==> src/rtl/timer_pkg.sv <==
// Shared types and helpers for the mm:ss countdown timer.
package timer_pkg;

   localparam int DIGIT_W = 4;
   localparam logic [DIGIT_W-1:0] SEC_TENS_MAX = 4'd5;
   localparam logic [DIGIT_W-1:0] DIGIT_MAX    = 4'd9;

   typedef enum logic [1:0] {
      ST_IDLE,
      ST_RUN,
      ST_PAUSED,
      ST_DONE
   } state_e;

   typedef struct packed {
      logic [DIGIT_W-1:0] min_tens;
      logic [DIGIT_W-1:0] min_ones;
      logic [DIGIT_W-1:0] sec_tens;
      logic [DIGIT_W-1:0] sec_ones;
   } bcd_time_t;

   function automatic logic [DIGIT_W-1:0] sat_digit(input logic [DIGIT_W-1:0] d,
                                                    input logic [DIGIT_W-1:0] max);
      return (d > max) ? max : d;
   endfunction

   // Out-of-range BCD digits saturate instead of being rejected.
   function automatic bcd_time_t clamp_time(input logic [7:0] mn, input logic [7:0] sc);
      bcd_time_t t;
      t.min_tens = sat_digit(mn[7:4], DIGIT_MAX);
      t.min_ones = sat_digit(mn[3:0], DIGIT_MAX);
      t.sec_tens = sat_digit(sc[7:4], SEC_TENS_MAX);
      t.sec_ones = sat_digit(sc[3:0], DIGIT_MAX);
      return t;
   endfunction

endpackage

==> src/rtl/bcd_down_digit.sv <==
// One BCD digit of the down-counter; wraps to max_i and borrows from the next digit at zero.
module bcd_down_digit
   import timer_pkg::*;
(
   input  logic [DIGIT_W-1:0] digit_i,
   input  logic [DIGIT_W-1:0] max_i,
   input  logic               borrow_i,
   output logic [DIGIT_W-1:0] digit_o,
   output logic               borrow_o
);

   logic is_zero;

   assign is_zero  = (digit_i == '0);
   assign borrow_o = borrow_i & is_zero;

   always_comb begin
      digit_o = digit_i;
      if (borrow_i) digit_o = is_zero ? max_i : digit_i - 1'b1;
   end

endmodule

==> src/rtl/countdown_timer.sv <==
// mm:ss BCD countdown: edge-detects the 1 Hz level, runs the IDLE/RUN/PAUSED/DONE
// control and drives registered digits and status to the display scanner.
module countdown_timer
   import timer_pkg::*;
#(
   parameter logic [7:0] DEFAULT_MIN = 8'h02,
   parameter logic [7:0] DEFAULT_SEC = 8'h00
) (
   input  logic         clk,
   input  logic         rst,
   input  logic         sec_lvl,
   input  logic         start,
   input  logic         pause,
   input  logic         load,
   input  logic [7:0]   load_min,
   input  logic [7:0]   load_sec,
   output logic [3:0]   min_tens,
   output logic [3:0]   min_ones,
   output logic [3:0]   sec_tens,
   output logic [3:0]   sec_ones,
   output logic         running,
   output logic         done,
   output logic         done_pulse,
   output logic         blank
);

   localparam int NUM_DIG = 4;
   // Digit order [0]=sec_ones .. [3]=min_tens, matching the packed time struct.
   localparam logic [NUM_DIG-1:0][DIGIT_W-1:0] DIG_MAX = {DIGIT_MAX, DIGIT_MAX, SEC_TENS_MAX, DIGIT_MAX};

   state_e    state_q, state_d;
   bcd_time_t time_q, time_d, dec_time;
   logic      sec_prev_q;
   logic      blank_q, blank_d;
   logic      pulse_q, pulse_d;
   logic      running_q, done_q;
   logic      tick, time_zero;

   logic [NUM_DIG-1:0][DIGIT_W-1:0] cur_dig, dec_dig;
   logic [NUM_DIG:0]                borrow;

   assign tick      = sec_lvl & ~sec_prev_q;
   assign time_zero = (time_q == '0);

   assign cur_dig   = time_q;
   assign borrow[0] = 1'b1;
   assign dec_time  = dec_dig;

   genvar g;
   generate
      for (g = 0; g < NUM_DIG; g++) begin : g_dig
         bcd_down_digit u_dig (
            .digit_i  (cur_dig[g]),
            .max_i    (DIG_MAX[g]),
            .borrow_i (borrow[g]),
            .digit_o  (dec_dig[g]),
            .borrow_o (borrow[g+1])
         );
      end
   endgenerate

   // A command that does nothing in the current state never masks a lower-priority one.
   always_comb begin
      state_d = state_q;
      time_d  = time_q;
      blank_d = blank_q;
      pulse_d = 1'b0;
      if (load) begin
         state_d = ST_IDLE;
         time_d  = clamp_time(load_min, load_sec);
         blank_d = 1'b0;
      end else begin
         case (state_q)
            ST_IDLE: begin
               if (start) begin
                  if (time_zero) begin
                     state_d = ST_DONE;
                     pulse_d = 1'b1;
                  end else begin
                     state_d = ST_RUN;
                  end
               end
            end
            ST_RUN: begin
               if (pause) begin
                  state_d = ST_PAUSED;
               end else if (tick && !time_zero) begin
                  time_d = dec_time;
                  if (dec_time == '0) begin
                     state_d = ST_DONE;
                     pulse_d = 1'b1;
                  end
               end
            end
            ST_PAUSED: begin
               if (start) state_d = ST_RUN;
            end
            ST_DONE: begin
               time_d = '0;
               if (tick) blank_d = ~blank_q;
            end
            default: state_d = ST_IDLE;
         endcase
      end
   end

   always_ff @(posedge clk) begin
      if (rst) begin
         state_q    <= ST_IDLE;
         time_q     <= {DEFAULT_MIN, DEFAULT_SEC};
         sec_prev_q <= 1'b1;
         blank_q    <= 1'b0;
         pulse_q    <= 1'b0;
         running_q  <= 1'b0;
         done_q     <= 1'b0;
      end else begin
         state_q    <= state_d;
         time_q     <= time_d;
         sec_prev_q <= sec_lvl;
         blank_q    <= blank_d;
         pulse_q    <= pulse_d;
         running_q  <= (state_d == ST_RUN);
         done_q     <= (state_d == ST_DONE);
      end
   end

   assign min_tens   = time_q.min_tens;
   assign min_ones   = time_q.min_ones;
   assign sec_tens   = time_q.sec_tens;
   assign sec_ones   = time_q.sec_ones;
   assign running    = running_q;
   assign done       = done_q;
   assign done_pulse = pulse_q;
   assign blank      = blank_q;

endmodule

==> config.mk <==
export PLATFORM = sky130hd
export DESIGN_NAME = countdown_timer
export DESIGN_NICKNAME = d
export VERILOG_FILES = /design/src/rtl/timer_pkg.sv /design/src/rtl/bcd_down_digit.sv /design/src/rtl/countdown_timer.sv
export SDC_FILE = /design/constraint.sdc
export NUM_CORES = 1
export LEC_CHECK = 0
export ABC_AREA = 1
export BUFFER_PORTS_ARGS = -buffer_cell sky130_fd_sc_hd__buf_2
export CAP_MARGIN = 5
export CORE_MARGIN = 10
export CORE_UTILIZATION = 50
export CTS_CLUSTER_SIZE = 20
export DETAILED_ROUTE_END_ITERATION = 10
export HOLD_SLACK_MARGIN = 0.03
export PLACE_DENSITY = 0.76
export SETUP_SLACK_MARGIN = 0.2
export SKIP_CTS_REPAIR_TIMING = 1
export SLEW_MARGIN = 20
export SYNTH_ARGS = -nofsm -noshare
export SYNTH_HDL_FRONTEND = slang
export SYNTH_SLANG_ARGS = --single-unit
==> constraint.sdc <==
create_clock -name clk -period 4 [get_ports clk]
set_input_delay 0.4 -clock clk [delete_from_list [all_inputs] [get_ports clk]]
set_output_delay 0.4 -clock clk [all_outputs]
set_load 0.05 [all_outputs]
# After elaboration in Yosys (flattened, before gate mapping)
# Index checks and enable logic that the tools add are counted.
[classes]
add_sub_neg = 4
n_mul = 0
n_div = 0
order_cmp = 4
eq_ne = 7
shift = 0
mux = 29
bitwise_logic = 5
reduce_logical = 13
[ops]
columns = ["operator", "count"]
rows = [
  ["$mux 16", 3],
  ["$mux 4", 11],
  ["$logic_not 16->1", 2],
  ["$pmux 16 s2", 1],
  ["$logic_not 4->1", 4],
  ["$sub 4x1->4 const B", 4],
  ["$mux 2", 7],
  ["$gt 4x4->1 const B", 3],
  ["$eq 2x2->1 const B", 3],
  ["$ne 3x3->1 const B", 2],
  ["$pmux 2 s3", 1],
  ["$mux 1", 5],
  ["$eq 2x1->1 const B", 2],
  ["$gt 4x3->1 const B", 1],
  ["$and 1x1->1", 3],
  ["$reduce_and 3->1", 1],
  ["$reduce_bool 3->1", 1],
  ["$logic_not 2->1", 1],
  ["$not 1->1", 2],
  ["$pmux 1 s2", 1],
  ["$reduce_and 2->1", 1],
  ["$reduce_or 2->1", 1],
  ["$logic_and 1x1->1", 1],
  ["$logic_not 1->1", 1],
]
[word_totals]
register_bits = 23
latch_bits = 0
mem_bits_rw = 0
rom_bits = 0
word_cells = 72
mem_count = 0

# Logic depth before layout (Yosys ltp)
# Gate-level depths: netlist of run 1.
[logic_depth]
depth_word = 11
depth_mapped = 14
ltp_nobuf = 13

# By module
# Synthesis of run 1 repeated with hierarchy kept, for this count alone.
[hier_totals]
cells_unflattened = 361
hier_area_um2 = 2005.7
[by_module_without_submodules]
columns = ["mod", "instances", "cells_each", "area_per_inst_um2", "seq_area_each_um2"]
rows = [
  ["countdown_timer", 1, 213, 1335.0, 460.4],
  ["bcd_down_digit", 4, 37, 167.7, 0.0],
]

# Worst setup path after synthesis of run 1
# OpenSTA, ideal clock, no wires.
[synth_timing]
path_kind = "flip-flop to flip-flop"
start = "reg time_q, in the netlist min_tens[0]"
end = "reg time_q, in the netlist min_ones[0]"
setup_time_ns = 0.122
t_arrival_ns = 1.716
t_required_ns = 3.878
setup_slack_ns = 2.161
path_stages_with_launch = 11
path_buffers = 1
path_cell_list = "dfxtp_1 -> nor2_1 -> nand2_1 -> nor2_2 -> a21oi_1 -> nand3_1 -> nand2_1 -> inv_2 -> buf_2 -> o21ai_0 -> a21oi_1"
[synth_between]
elab_chain_cells = 5
[synth_rtl]
columns = ["element", "line", "rtl"]
rows = [
  ["start, declared", "countdown_timer.sv:32", "bcd_time_t time_q, time_d, dec_time;"],
  ["start signal, assigned", "countdown_timer.sv:110", "time_q <= {DEFAULT_MIN, DEFAULT_SEC};"],
  ["start signal, assigned", "countdown_timer.sv:118", "time_q <= time_d;"],
  ["$logic_not 16->1", "countdown_timer.sv:43", "assign time_zero = (time_q == '0);"],
  ["$logic_not 1->1", "countdown_timer.sv:87", "end else if (tick && !time_zero) begin"],
  ["$logic_and 1x1->1", "countdown_timer.sv:87", ""],
  ["$ne 3x3->1 (no source line)", "--", ""],
  ["$reduce_and 3->1 (no source line)", "--", ""],
]
# No other way between the ends.
# A chain may end at the register's enable or synchronous reset.

# Worst setup path in the final report of run 1
[layout_timing]
start = "reg time_q, in the netlist sec_ones[0]"
end = "reg time_q, in the netlist sec_tens[2]"
[layout_between]
elab_chain_cells = 6
word_cells_on_any_way = 11
classes_between = "eq/ne: 1; mux: 5; reduce/logical: 5"
[layout_rtl]
columns = ["element", "line", "rtl"]
rows = [
  ["$logic_not 4->1", "bcd_down_digit.sv:14", "assign is_zero = (digit_i == '0);"],
  ["$mux 4", "bcd_down_digit.sv:19", "if (borrow_i) digit_o = is_zero ? max_i : digit_i - 1'b1;"],
  ["$mux 16", "countdown_timer.sv:87", ""],
  ["$mux 16", "countdown_timer.sv:85", "if (pause) begin"],
  ["$pmux 16 s2", "countdown_timer.sv:73", "case (state_q)"],
  ["$mux 16", "countdown_timer.sv:68", "if (load) begin"],
]
# Several ways; a longest one is shown, not always the timed one. The select of a mux whose other input is x is not followed.

==> qor.txt, run 1 <==
Cell Chain, Critical Path -> nor2_4, nand2_4, nor2_4, a21oi_1, nand3_1, nand2_1, inv_2, o21ai_0, a21oi_1
PD cells -> 322 nW/um^2
Total track usage -> 14.5%
Worst Hold End -> sec_prev_q
GR peak layer -> met2
Syn Inst Count -> 266
Worst slew margin -> 67.9%
Reg clk slew, reported paths -> 0.13 ns
Root Buffer -> clkbuf_4
DR WL/cell -> 12.5 um
Final min period -> 2.15 ns
Final antenna-violating net count -> 0
FF-to-FF setup slack -> 1.85 ns
Vias per inst -> 5.10
Rows -> 20
Die Wd -> 76.2 um
Chip Height -> 76.2 um
ANT cells -> 0
Initial core utilization -> 52.1%
IO buf count -> 41
RSZ-0062 raised after global routing -> false
Max Clk Rate -> 466 MHz
Gr ovfl total -> 0
Crit Path Class -> reg2reg
Reg2reg end -> sec_tens[2]
Vias -> 1776
Synthesized area per cell -> 5.93 sq um
Max Cap Violations -> 0
RR Startpoint -> sec_ones[0]
Crit share post-route -> 53.7%
CP max FO -> 20
Hold wc startpoint -> sec_lvl
Routed WL -> 4360 um
Gp weighted congestion -> 0.893
Area leader, netlist -> dfxtp_1
Setup TNS -> 0 ns
1st-iter DRT viols -> 123
Arrival time at the worst endpoint -> 2.41 ns
Synthesis-to-layout area growth -> 15.9%
Share of cells above drive strength 1 -> 17.8%
Mapped cell area -> 1580 sq um
Ranking of synthesized cells by area -> dfxtp_1 29%, nand2_1 14%, inv_1 9.8%
H-tree level count -> 1
Crit-path max cell delay -> 0.40 ns
Worst skew pair latency -> 0.32 ns
Worst Hold Depth -> 3
Hold Crit Class -> in2reg
Area of the multi-input gates -> 918 sq um
P_leak -> 0.959 nW
Reg2reg path depth -> 9
CTS tree -> yes
#FFs+latches synth -> 23
Worst Skew -> 0.00213 ns
Setup violators final -> 0
Global routing met3 resource utilization -> 4.13%
Unique masters post-synth -> 27
Clock sinks -> 23
Tot Pwr -> 589 uW
Die area -> 5800 sq um
Final Max Tran Viols -> 0
Num CTS Buffers -> 3
Nets -> 327
CTS max path bufs -> 2
Met1 global-route usage -> 19.4%
I/O pin total -> 42
Worst vdd ir -> 0.218 mV
Antenna violations before repair -> 0
DR DRC count -> 0
Synth warnings -> 0
Largest net degree at the start of global routing -> 21
Mapped Nets -> 288
First-pass GRT wire length -> 7250 um
CP startpoint kind -> flop
Register Area -> 460 sq um
Final core occ -> 60.4%
Area share of the largest cell type after synthesis -> 29.2%
Worst Tran Pin Value -> 0.481 ns
Worst path required time -> 4.26 ns
DP HPWL -> 3480 um
Vias in the first global route -> 1588
Grt met2 use -> 22.4%
Status -> completed
Sequential-to-total area share from yosys stat -> 29.2%
First-pass DRT Iterations -> 4
Final-report hold violation count -> 0
Critical Path Slowest Stage Cell -> dfxtp_1
Fillers -> 320
Nature of the critical path endpoint -> flop
Core area -> 3030 sq um
worst max-delay path: cells and delay by family (launching register included):
| kind | cells | cell delay [ns] |
|---|---|---|
| compound gates | 3 | 0.41 |
| buf+inv | 1 | 0.34 |
| simple gates | 5 | 0.92 |
| flops | 1 | 0.40 |
how the worst max path moves through the flow:
| stage | cells after the start | from | end |
|---|---|---|---|
| 2_1_floorplan | 10 | min_tens[0] | min_ones[0] |
| 3_3_place_gp | 9 | sec_ones[0] | sec_tens[1] |
| 3_5_place_dp | 9 | sec_ones[0] | sec_ones[3] |
| 4_1_cts | 9 | sec_tens[0] | sec_ones[3] |
| 5_1_grt | 9 | sec_ones[0] | min_ones[0] |
| 6_report | 9 | sec_ones[0] | sec_tens[2] |
synthesized netlist by cell type, drive strengths merged:
cell and count:
o22ai 5, o2111ai 1, a21oi 22, a211o 1, o211ai 1, nand3 23, nand4 3, nor3 4
clkbuf 3, inv 43, nor2 38, dfxtp 23, buf 4, nand3b 1, xor2 1, a31oi 2
nand2 63, o21ai 26, xnor2 1, o22a 1
kinds of logic (layout without fill, tap and decap cells):
family	after synthesis	in the layout	share of synthesized area, %
buffers and inverters	50	88	12.6
xor gates and xnor gates	2	2	1.11
and+or+nand+nor	132	132	37.0
DFF	23	23	29.2
AOI/OAI and AO/OA	59	59	20.1
where the power goes:
| group | total (mW) | internal, mW | switching (mW) |
|---|---|---|---|
| Clock | 0.112 | 0.0375 | 0.0743 |
| Sequential | 0.260 | 0.243 | 0.0173 |
| Combinational | 0.217 | 0.0628 | 0.154 |
| Total | 0.589 | 0.343 | 0.246 |
layer usage:
layer | vias up | part of all wire (%)
li1 | 936 | -
met1 | 785 | 48
met2 | 53 | 45
met3 | 2 | 6.9
met4 | 0 | 0.50
met5 | - | 0
flip-flops by register name, indices dropped and copies added, names as in the netlist, 2 cells and up:
register  cells
min_ones      4
min_tens      4
sec_ones      4
sec_tens      4
state_q       2
metrics by stage:
step	instances	cell area, sq um	hold WS (ns)	setup slack [ns]
2_1_floorplan	266	1580	0.472	2.16
3_3_place_gp	344	1800	0.491	1.97
3_5_place_dp	344	1800	0.492	1.91
4_1_cts	348	1830	0.243	1.87
5_1_grt	348	1830	0.280	1.56
6_report	348	1830	0.254	1.85
cell type report:
type / count / area share, %
Inverter: 43 / 8.83
Clock buffer: 3 / 1.23
Clock inverter: 1 / 0.274
Timing Repair Buffer: 41 / 11.2
Multi-Input combinational cell: 193 / 50.2
Sequential cell: 23 / 25.2
Tap cell: 44 / 3.01
cells in the final DEF, fill, tap and decap left out, drive strengths merged:
cell type,n
a211o,1
a21oi,22
a31oi,2
buf,41
clkbuf,3
clkinv,1
dfxtp,23
inv,43
nand2,63
nand3,23
nand3b,1
nand4,3
nor2,38
nor3,4
o2111ai,1
o211ai,1
o21ai,26
o22a,1
o22ai,5
xnor2,1
xor2,1
(Power assumes the default switching activity.)
==> run 2, diff against run 1 <==
--- a/config.mk
+++ b/config.mk
@@ -9,11 +9,11 @@
 export BUFFER_PORTS_ARGS = -buffer_cell sky130_fd_sc_hd__buf_2
 export CAP_MARGIN = 5
 export CORE_MARGIN = 10
-export CORE_UTILIZATION = 50
+export CORE_UTILIZATION = 47
 export CTS_CLUSTER_SIZE = 20
 export DETAILED_ROUTE_END_ITERATION = 10
 export HOLD_SLACK_MARGIN = 0.03
-export PLACE_DENSITY = 0.76
+export PLACE_DENSITY = 0.75
 export SETUP_SLACK_MARGIN = 0.2
 export SKIP_CTS_REPAIR_TIMING = 1
 export SLEW_MARGIN = 20
==> constraint.sdc (replaced) <==
create_clock -name clk -period 1.8 [get_ports clk]
set_input_delay 0.18 -clock clk [delete_from_list [all_inputs] [get_ports clk]]
set_output_delay 0.18 -clock clk [all_outputs]
set_load 0.05 [all_outputs]
==> run 2 against run 1 <==
Non-clock buffer count increased by 9. Die area increased by 4.7%. First-iteration DRC count increased by 57%. Sequential share of layout area decreased by 0.83 points. Critical path depth increased by 5. Global-route usage decreased by 0.16 points. Register-to-register slack got worse by 1.8 ns. Wire length increased by 8.5%. Utilization increased by 5.3 points. Via count increased by 4.7%. Combinational power increased to 2.6 times the previous value.
==> qor.txt, run 2 (synthesis gave the netlist of run 1 again) <==
Status -> completed
DR DRC count -> 0
Critical path's most frequent cell -> nand2_2
P_leak -> 1.01 nW
CTS tree -> yes
Most common cell after layout, fill and taps aside -> nand2_1
Die area -> 6070 sq um
Final core occ -> 65.7%
Nets -> 337
Die Wd -> 77.9 um
Synthesis-to-layout area growth -> 30.2%
Worst slew margin -> 65.6%
Worst Hold End -> sec_prev_q
CP startpoint kind -> flop
CTS max path bufs -> 2
RSZ-0062 raised after global routing -> true
Worst Tran Pin Value -> 0.516 ns
Reg2reg path depth -> 14
Worst Hold Depth -> 3
Worst path required time -> 2.07 ns
Num CTS Buffers -> 3
Placed cell area -> 1880 sq um
Final Max Tran Viols -> 0
Critical Path Slowest Stage Cell -> dfxtp_2
Largest net degree at the start of global routing -> 21
Rows -> 20
Arrival time at the worst endpoint -> 1.99 ns
Antenna violations before repair -> 0
First-pass GRT wire length -> 7470 um
ANT cells -> 0
Crit. Startpoint -> sec_tens[0]
Final antenna-violating net count -> 0
Reg clk slew, reported paths -> 0.13 ns
FF-to-FF setup slack -> 0.08 ns
CP top delay family -> simple AND/OR/NAND/NOR gates
Commonest cells after routing, fill and taps aside -> 50 x nand2_1, 41 x buf_2, 36 x inv_1, 26 x nor2_1
Gp weighted congestion -> 0.933
Hold wc startpoint -> sec_lvl
H-tree level count -> 1
Total track usage -> 14.3%
1st-iter DRT viols -> 193
Worst vdd ir -> 0.390 mV
Nature of the critical path endpoint -> flop
Routed WL -> 4730 um
DP HPWL -> 3570 um
Cell Chain, Critical Path -> nor2_2, nand2_2, nor2_4, buf_6, nand2_8, nand2_2, nand2_2, inv_2, nand2_2, nor2_2, nand3_2, nand2_2, nand2_2, nor2_2
Crit share post-route -> 95.6%
Fillers -> 297
Hold Crit Class -> in2reg
Core area -> 3130 sq um
IO buf count -> 41
CP max FO -> 5
Final-report hold violation count -> 0
Crit-path max cell delay -> 0.36 ns
Reg2reg end -> done
Pre-CTS WS -> 0.0680 ns
Worst Skew -> 0.00377 ns
Final setup margin -> 0.0797 ns
Share of cells above drive strength 1 -> 34.1%
Root Buffer -> clkbuf_4
Fin area -> 2050 sq um
Initial core utilization -> 50.4%
Vias -> 1860
PD cells -> 683 nW/um^2
Vias per inst -> 5.20
Max Clk Rate -> 581 MHz
Final min period -> 1.72 ns
Buf+Inv Stages, Crit Path -> 2
Gr ovfl total -> 0
Clock sinks -> 23
Setup violators final -> 0
Vias in the first global route -> 1665
DR WL/cell -> 13.2 um
Crit Path Class -> reg2reg
I/O pin total -> 42
First-pass DRT Iterations -> 4
Chip Height -> 77.9 um
Max Cap Violations -> 0
Worst skew pair latency -> 0.32 ns
RR Startpoint -> sec_tens[0]
run 2: final cells by class:
type | instances | area, sq um | share of cell area, %
Sequential cell | 23 | 500 | 24.4
Timing Repair Buffer | 50 | 284 | 13.8
Inverter | 43 | 171 | 8.34
Tap cell | 44 | 55.1 | 2.68
Multi-Input combinational cell | 193 | 1010 | 49.2
Timing Repair inverter | 1 | 6.26 | 0.305
Clock buffer | 4 | 26.3 | 1.28
run 2: worst register-to-register path, stage by stage, from the launching register on:
cell,delay (ns)
dfxtp_2,0.36
nor2_2,0.18
nand2_2,0.11
nor2_4,0.15
buf_6,0.15
nand2_8,0.06
nand2_2,0.06
nand2_2,0.06
inv_2,0.06
nand2_2,0.05
nor2_2,0.10
nand3_2,0.09
nand2_2,0.09
nand2_2,0.06
nor2_2,0.10
run 2: how the worst max path moves through the flow:
stage	to	slack, ns	depth (start not counted)
global placement	done	0.11	12
finish	done	0.08	14
floorplan	done	0.22	14
detailed placement	done	0.07	13
CTS	done	0.03	13
global route	done	-0.07	14
run 2: stage by stage:
stage | instances | TNS [ns] | hold WS (ns) | power (mW)
after global routing | 358 | -0.169 | 0.0625 | 1.49
after floorplan | 266 | 0 | 0.252 | 0.958
after detailed placement | 351 | 0 | 0.376 | 1.09
final | 358 | 0 | 0.0402 | 1.40
after global placement | 351 | 0 | 0.366 | 1.09
after CTS | 355 | 0 | 0.0431 | 1.33
run 2: routing by layer:
metal	vias up	part of all wire [%]	GRT usage (%)
li1	964	-	-
met1	829	45	19.0
met2	59	45	22.5
met3	8	8.6	4.26
met4	0	1.6	2.87
met5	-	0	0
run 2: where the power goes:
part	total, mW	internal, mW	switching, mW
sequential	0.583	0.542	0.0414
clock	0.250	0.0867	0.163
combinational	0.570	0.185	0.385
==> run 3, diff against run 2 <==
--- a/config.mk
+++ b/config.mk
@@ -9,11 +9,11 @@
 export BUFFER_PORTS_ARGS = -buffer_cell sky130_fd_sc_hd__buf_2
 export CAP_MARGIN = 5
 export CORE_MARGIN = 10
-export CORE_UTILIZATION = 47
+export CORE_UTILIZATION = 50
 export CTS_CLUSTER_SIZE = 20
 export DETAILED_ROUTE_END_ITERATION = 10
 export HOLD_SLACK_MARGIN = 0.03
-export PLACE_DENSITY = 0.75
+export PLACE_DENSITY = 0.76
 export SETUP_SLACK_MARGIN = 0.2
 export SKIP_CTS_REPAIR_TIMING = 1
 export SLEW_MARGIN = 20
==> constraint.sdc (replaced) <==
create_clock -name clk -period 1.67 [get_ports clk]
set_input_delay 0.167 -clock clk [delete_from_list [all_inputs] [get_ports clk]]
set_output_delay 0.167 -clock clk [all_outputs]
set_load 0.05 [all_outputs]
==> run 3 against run 2 <==
Clock power is 4% higher. Sequential power is 7.0% higher. Largest power group unchanged. Critical endpoint is now state_q[1]. Maximum frequency is 4.5% higher. Largest cell class unchanged.
==> qor.txt, run 3 (synthesis gave the netlist of run 1 again) <==
Share of cells above drive strength 1 -> 31.7%
PD cells -> 715 nW/um^2
Commonest cells after routing, fill and taps aside -> 53 x nand2_1, 41 x inv_1, 41 x buf_2, 27 x nor2_1
Setup violators final -> 0
Worst Hold End -> sec_prev_q
Final cell count without fillers -> 366
IO buf count -> 41
Placed insts -> 358
RSZ-0062 raised after global routing -> true
Reg2reg end -> state_q[1]
Crit Path Class -> reg2reg
Root Buffer -> clkbuf_4
Register Area -> 520 sq um
Worst path required time -> 1.93 ns
Core area -> 3030 sq um
Nature of the critical path endpoint -> flop
Max Clk Rate -> 607 MHz
First-pass DRT Iterations -> 4
Status -> completed
CP top delay family -> simple AND/OR/NAND/NOR gates
Clock sinks -> 23
Critical path's most frequent cell -> nand2_2
Hold wc startpoint -> sec_lvl
RR Startpoint -> sec_ones[0]
Gr ovfl total -> 0
Routed WL -> 4800 um
Reg2reg path depth -> 14
Cell Chain, Critical Path -> nor2_4, nand2_4, nor2_4, buf_12, nand2_4, nand2_2, nand2_2, inv_2, nand2_1, nor2_1, nand3_1, nand2_2, nand2_2, nor2_1
Max Cap Violations -> 0
Reg clk slew, reported paths -> 0.12 ns
Crit share post-route -> 98.6%
Final antenna-violating net count -> 0
Total track usage -> 15.3%
CTS tree -> yes
Die area -> 5800 sq um
Arrival time at the worst endpoint -> 1.91 ns
Worst Skew -> 0.00211 ns
P_leak -> 1.07 nW
Nets -> 345
Worst vdd ir -> 0.467 mV
First-pass GRT wire length -> 7720 um
Worst skew pair latency -> 0.31 ns
H-tree level count -> 1
Initial core utilization -> 52.1%
ANT cells -> 0
Worst slew margin -> 67.3%
Critical Path Slowest Stage Cell -> dfxtp_4
DR DRC count -> 0
Tot Pwr -> 1.50 mW
DP HPWL -> 3720 um
Antenna violations before repair -> 0
Final min period -> 1.65 ns
Gp weighted congestion -> 0.937
Largest net degree at the start of global routing -> 19
Final-report hold violation count -> 0
Worst Tran Pin Value -> 0.490 ns
Vias in the first global route -> 1646
Hold Crit Class -> in2reg
Crit-path max cell delay -> 0.39 ns
Vias per inst -> 5.14
1st-iter DRT viols -> 196
Final core occ -> 69.4%
Final Max Tran Viols -> 0
CP max FO -> 6
Most common cell after layout, fill and taps aside -> nand2_1
Chip Height -> 76.2 um
DR WL/cell -> 13.1 um
Final setup margin -> 0.0235 ns
Num CTS Buffers -> 3
Rows -> 20
Area of the multi-input gates -> 968 sq um
Buf+Inv Stages, Crit Path -> 2
Fillers -> 286
Die Wd -> 76.2 um
I/O pin total -> 42
Pre-CTS WS -> 0.0126 ns
FF-to-FF setup slack -> 0.02 ns
Vias -> 1883
CP startpoint kind -> flop
Synthesis-to-layout area growth -> 33.1%
Worst Hold Depth -> 3
CTS max path bufs -> 2
==> run 3: cell count changes in the layout (fill, tap and decap cells not counted), moves of 3 or more <==
cell,change
buf_4,+9
dfxtp_2,-8
dfxtp_4,+8
inv_1,+5
inv_2,-3
nand2_1,+3
nor2_2,-3
==> run 3: metrics by stage <==
| step | hold slack (ns) | area [sq um] | TNS (ns) |
|---|---|---|---|
| finish | 0.0398 | 2100 | 0 |
| global route | 0.0355 | 2100 | -0.849 |
| CTS | 0.0303 | 2040 | -0.0463 |
| detailed placement | 0.362 | 2010 | 0 |
| global placement | 0.355 | 2010 | 0 |
| floorplan | 0.239 | 1660 | 0 |
==> run 3: cell type report <==
cell class | count | area share [%]
Sequential cell | 23 | 24.8
Tap cell | 44 | 2.62
Timing Repair Buffer | 59 | 17.6
Clock buffer | 4 | 1.25
Multi-Input combinational cell | 193 | 46.1
Inverter | 43 | 7.68
==> run 3: power by group <==
part / switching [mW] / leakage [nW] / internal [mW]
combinational: 0.399 / 0.856 / 0.220
sequential: 0.0459 / 0.199 / 0.578
clock: 0.165 / 0.0150 / 0.0932
==> run 3: worst max path at each step <==
| stage | start | cells after the start | end | slack [ns] |
|---|---|---|---|---|
| after floorplan | sec_ones[1] | 14 | done | 0.16 |
| after global placement | sec_tens[3] | 12 | done | 0.06 |
| after detailed placement | sec_tens[3] | 12 | done | 0.01 |
| after CTS | sec_tens[3] | 12 | state_q[1] | -0.02 |
| after global routing | sec_ones[0] | 14 | state_q[1] | -0.1 |
| final | sec_ones[0] | 14 | state_q[1] | 0.02 |
==> run 3: worst min-delay path, delay by kind of cell <==
kind | cells | cell delay (ns)
simple gates | 1 | 0.04
buf+inv | 2 | 0.11
==> run 3: layer usage <==
layer	vias up	routed length (um)	track usage, %
li1	970	-	-
met1	842	2220	21.5
met2	65	2190	23.1
met3	6	341	3.30
met4	0	48	3.35
met5	-	0	0
